==> src/rtl/wb_arb_pkg.sv <==
// Shared types and the round-robin pick function for the Wishbone arbiter.
package wb_arb_pkg;

  typedef enum logic {IDLE = 1'b0, BUSY = 1'b1} arb_state_t;

  localparam int MAX_NM = 8;

  // One-hot pick of the first requester scanning last+1, last+2, ... modulo nm.
  function automatic logic [MAX_NM-1:0] rr_next(input logic [MAX_NM-1:0] req,
                                                input logic [2:0] last,
                                                input int nm);
    logic [MAX_NM-1:0] g;
    logic              found;
    logic [2:0]        idx;
    g     = '0;
    found = 1'b0;
    idx   = '0;
    for (int k = 1; k <= MAX_NM; k++) begin
      if (k <= nm && !found) begin
        idx = 3'((int'(last) + k) % nm);
        if (req[idx]) begin
          g[idx] = 1'b1;
          found  = 1'b1;
        end
      end
    end
    return g;
  endfunction

endpackage

==> src/rtl/wb_arb_wdog.sv <==
// Stall watchdog: counts stalled strobe cycles and flags a timeout at TO_CYC.
module wb_arb_wdog #(
  parameter int TO_CYC = 255
) (
  input  logic clk,
  input  logic rst,
  input  logic busy,
  input  logic stb_act,
  input  logic resp,
  output logic tmo
);

  localparam int WW = (TO_CYC > 0) ? $clog2(TO_CYC + 1) : 1;
  localparam logic [WW-1:0] TO_V = WW'(TO_CYC);

  logic [WW-1:0] wdog;

  // TO_CYC of 0 keeps the counter pinned at zero and tmo low.
  assign tmo = (TO_CYC > 0) && (wdog == TO_V);

  always_ff @(posedge clk) begin
    if (rst || !busy || !stb_act || resp || tmo) begin
      wdog <= '0;
    end else if (wdog != TO_V) begin
      wdog <= wdog + 1'b1;
    end
  end

endmodule

==> src/rtl/wb_rr_arb.sv <==
// Round-robin Wishbone arbiter: one master owns the slave per tenure, with a
// stall watchdog that ends dead slave cycles with an error.
module wb_rr_arb
  import wb_arb_pkg::*;
#(
  parameter int NM     = 4,
  parameter int AW     = 32,
  parameter int DW     = 32,
  parameter int TO_CYC = 255
) (
  input  logic                 clk,
  input  logic                 rst,
  input  logic [NM*AW-1:0]     m_adr,
  input  logic [NM*DW-1:0]     m_din,
  input  logic [NM*DW/8-1:0]   m_sel,
  input  logic [NM-1:0]        m_we,
  input  logic [NM-1:0]        m_cyc,
  input  logic [NM-1:0]        m_stb,
  output logic [DW-1:0]        m_dout,
  output logic [NM-1:0]        m_ack,
  output logic [NM-1:0]        m_err,
  output logic [NM-1:0]        m_rty,
  output logic [AW-1:0]        s_adr,
  output logic [DW-1:0]        s_dout,
  input  logic [DW-1:0]        s_din,
  output logic [DW/8-1:0]      s_sel,
  output logic                 s_we,
  output logic                 s_cyc,
  output logic                 s_stb,
  input  logic                 s_ack,
  input  logic                 s_err,
  input  logic                 s_rty,
  output logic [NM-1:0]        gnt
);

  localparam int SW = DW / 8;
  localparam int IW = (NM > 1) ? $clog2(NM) : 1;

  // Handshake: a beat is offered while cyc & stb are high and completes in the
  // cycle the slave raises exactly one of ack/err/rty; cyc low ends the tenure.
  arb_state_t        state, state_nxt;
  logic [NM-1:0]     gnt_nxt;
  logic [IW-1:0]     last, last_nxt, own;
  logic [MAX_NM-1:0] rr_req, rr_gnt;
  logic              busy, tmo;

  assign busy   = (state == BUSY);
  assign m_dout = s_din;

  always_comb begin
    own = '0;
    for (int i = 0; i < NM; i++) begin
      if (gnt[i]) own = IW'(i);
    end
  end

  always_ff @(posedge clk) begin
    if (rst) begin
      state <= IDLE;
      gnt   <= '0;
      last  <= IW'(NM - 1);
    end else begin
      state <= state_nxt;
      gnt   <= gnt_nxt;
      last  <= last_nxt;
    end
  end

  always_comb begin
    state_nxt = state;
    gnt_nxt   = gnt;
    last_nxt  = last;
    rr_req    = '0;
    rr_req[NM-1:0] = m_cyc;
    rr_gnt    = rr_next(rr_req, 3'(last), NM);
    case (state)
      IDLE: begin
        if (|m_cyc) begin
          gnt_nxt   = rr_gnt[NM-1:0];
          state_nxt = BUSY;
        end
      end
      BUSY: begin
        if (!m_cyc[own]) begin
          state_nxt = IDLE;
          last_nxt  = own;
          gnt_nxt   = '0;
        end
      end
      default: state_nxt = IDLE;
    endcase
  end

  // Request mux toward the slave and response demux back to the owner only.
  always_comb begin
    s_cyc  = 1'b0;
    s_stb  = 1'b0;
    s_we   = 1'b0;
    s_adr  = '0;
    s_dout = '0;
    s_sel  = '0;
    m_ack  = '0;
    m_err  = '0;
    m_rty  = '0;
    if (busy) begin
      s_cyc      = m_cyc[own];
      s_stb      = m_stb[own] & ~tmo;
      s_we       = m_we[own];
      s_adr      = m_adr[int'(own)*AW +: AW];
      s_dout     = m_din[int'(own)*DW +: DW];
      s_sel      = m_sel[int'(own)*SW +: SW];
      m_ack[own] = s_ack;
      m_err[own] = s_err | tmo;
      m_rty[own] = s_rty;
    end
  end

  wb_arb_wdog #(.TO_CYC(TO_CYC)) u_wdog (
    .clk     (clk),
    .rst     (rst),
    .busy    (busy),
    .stb_act (s_cyc & m_stb[own]),
    .resp    (s_ack | s_err | s_rty),
    .tmo     (tmo)
  );

endmodule

==> config.mk <==
export PLATFORM = sky130hd
export DESIGN_NAME = wb_rr_arb
export DESIGN_NICKNAME = d
export VERILOG_FILES = /design/src/rtl/wb_arb_pkg.sv /design/src/rtl/wb_arb_wdog.sv /design/src/rtl/wb_rr_arb.sv
export SDC_FILE = /design/constraint.sdc
export NUM_CORES = 1
export LEC_CHECK = 0
export CORE_AREA = 4 4 167 169
export DETAILED_ROUTE_END_ITERATION = 16
export DIE_AREA = 0 0 171 173
export PLACE_DENSITY = 0.54
export SLEW_MARGIN = 30
export SYNTH_ARGS = -nofsm -noshare
export SYNTH_HDL_FRONTEND = slang
export SYNTH_SLANG_ARGS = --single-unit
==> constraint.sdc <==
create_clock -name clk -period 4 [get_ports clk]
set_input_delay 0.8 -clock clk [delete_from_list [all_inputs] [get_ports clk]]
set_output_delay 0.8 -clock clk [all_outputs]
set_load 0.02 [all_outputs]
==> flow_summary.ini <==
[power]
p_per_area_mw_per_mm2 = 318
vdd_drop_max_mv = 0.159
leakage_nw = 2.78

[worst_hold_path]
min-delay-start = u_wdog.wdog[7]
hold_path_class = flop to flop

[yosys]
synth_area_sq_mm = 0.00396
ys_types = 40
synth-seq-area-share = 0.0759
ys_warn_count = 0
async_flop_share = 0
ys_seq_elements = 15
synthCells = 641
ys.flop_type = dfxtp_1
synth_edf_count = 0
synth_nets = 971
avgSynthCellArea_sq_um = 6.17

[timing]
fmax_mhz = 275
setup_violations = 0
hold_violations = 0
grt_setup_unrepaired = no
slew_violations = 0
period_minus_slack_ns = 3.64
fin_skew_ns = 0.00219
period_share = 0.910
worst_pin_slew_ns = 0.737
tns_ns = 0
maxSlewHeadroom = 0.509

[grt]
grt_pass1_wl_microns = 30400
grt_antenna_before_repair = 0
grtUsageTotal = 0.129
grt_pass1_vias = 5327
grt_max_degree = 63
overflow = 0

[clock_network]
clkLatencyLatePin_ns = 0.24
clockBufferDepth = 2
cts.sinks = 15
clkTransAtPathRegs_ns = 0.05
cts_root_buf = clkbuf_16
ctsHtreeMaxLevel = 1
cts_tree = built
cts_resized = 0
cts_hold_buf = 0
cts_made_buffers = 3
cts_setup_buffers = 0

[setup_path]
cp.arrival_ns = 2.84
critPathLaunchType = primary input
crit_buf_inv = 2
crit_start = m_cyc[1]
timing.rr.start = last[0]
crit_chain = clkdlybuf4s50_1, mux2i_1, a222oi_1, and2_1, clkdlybuf4s50_1
crit_path_top_delay_cell = clkdlybuf4s50_1
critPathKind = primary input to primary output
cp_max_fo = 7
cpMostUsedCell = clkdlybuf4s50_1
critPathRequiredTime_ns = 3.20
critical_path.top_delay_family = buffers and inverters
crit_path_end_kind = primary output
cpPeakStageDelay_ns = 0.63

[routing]
drc = 0
vias = 5424
vias_per_cell = 4.20
first_pass_iters = 4
wire_per_inst_microns = 16.3
final_antenna_net_count = 0
drtIter0Drc = 201
wl_microns = 21000

[layout]
fin_util = 0.297
n_fill_cell = 2918
drive_gt1_frac = 0.0327
final_cell_mix = 375 x clkdlybuf4s50_1, 93 x nor2_1, 81 x nand2_1
layout.nets = 1279
synthToLayoutAreaGrowth_pct = 99.8
final_cells = 1290
mostFrequentLayoutCell = clkdlybuf4s50_1

[die]
io_pins = 440
coreArea_sq_mm = 0.0266
fp.dieArea_sq_mm = 0.0296
rows = 60
die_y_microns = 173
fp.dieW_microns = 171
start_util = 0.149

[outcome]
status = finished, final reports clean

[placement]
dp_hpwl_microns = 17200
dp.cells = 1285
place_congestion = 0.796
place.port_buffers = 375

[run]
cap_violations = 0
flip-flops by register name, summed over array words and instances, names as in the netlist:
register / flops
last: 2
u_wdog.wdog: 8
busy: 1
gnt: 4
final timing paths:
kind	end	depth (start not counted)	slack (ns)
worst max-delay path	s_cyc	5	0.36
worst min-delay path	u_wdog.wdog[7]	2	0.49
worst max register to register	gnt[2]	6	1.61
worst min register to register	u_wdog.wdog[7]	2	0.49
power breakdown:
group	internal, mW	total, mW	switching [mW]
sequential	0.171	0.326	0.155
combinational	1.02	1.99	0.975
clock	0.135	0.194	0.0588
total	1.32	2.51	1.19
metal layers:
layer	part of all wire	vias to the layer above	wire length (microns)	GRT usage
li1	-	2770	-	-
met1	0.41	2384	8580	0.157
met5	0	-	0	0
met2	0.48	242	10100	0.227
met3	0.094	28	1980	0.0318
met4	0.020	0	412	0.0284
through the flow:
step | hold WS, ns | setup slack (ns) | instance area, sq um | total power [mW]
floorplan | 0.451 | 1.46 | 3960 | 1.43
global placement | 0.470 | 0.349 | 7820 | 2.35
detailed placement | 0.475 | 0.321 | 7820 | 2.35
CTS | 0.492 | 0.312 | 7900 | 2.56
global route | 0.524 | 0.236 | 7900 | 2.74
finish | 0.488 | 0.358 | 7900 | 2.51
area by class of cell:
| class | instances | area [sq um] | share of cell area |
|---|---|---|---|
| timing repair buffer | 387 | 3890 | 0.493 |
| clock buffer | 4 | 78.8 | 0.00998 |
| tap | 341 | 427 | 0.0540 |
| antenna | 1 | 2.50 | 0.000317 |
| inverter | 8 | 30.0 | 0.00380 |
| sequential | 15 | 313 | 0.0396 |
| multi-input combinational | 534 | 3160 | 0.400 |
Yosys cell counts (all sizes together) (2+ instances only):
cell type,number,area (sq um)
nor4,2,12.5
or3,2,12.5
clkbuf,30,113
nor2,100,393
nor2b,5,38.8
mux2i,74,753
xor2,3,26.3
a221o,4,40.0
a21oi,74,370
xnor2,2,17.5
ha,9,113
inv,8,30.0
buf,54,355
a311oi,4,35.0
o21ai,71,355
o211ai,4,30.0
nand2,81,304
nor3,4,20.0
nand2b,2,12.5
and2,72,450
dfxtp,15,300
a211o,2,17.5
a31oi,3,18.8
mux2,2,22.5
nand3,5,25.0
cells by family (layout without fill, tap and decap cells):
kind of cell,after synthesis,after routing,synth area share
buffers and inverters,92,399,0.126
and+or+nand+nor,277,277,0.328
adders and majority gates,9,9,0.0285
other,0,1,0
DFF,15,15,0.0759
muxes,77,77,0.202
AOI/OAI and AO/OA,166,166,0.228
xor gates and xnor gates,5,5,0.0111
tightest hold or removal path, stage by stage, from the launching register on:
cell	delay [ns]
dfxtp_1	0.31
o21ai_0	0.07
a21oi_1	0.06
(Power assumes the default switching activity.)
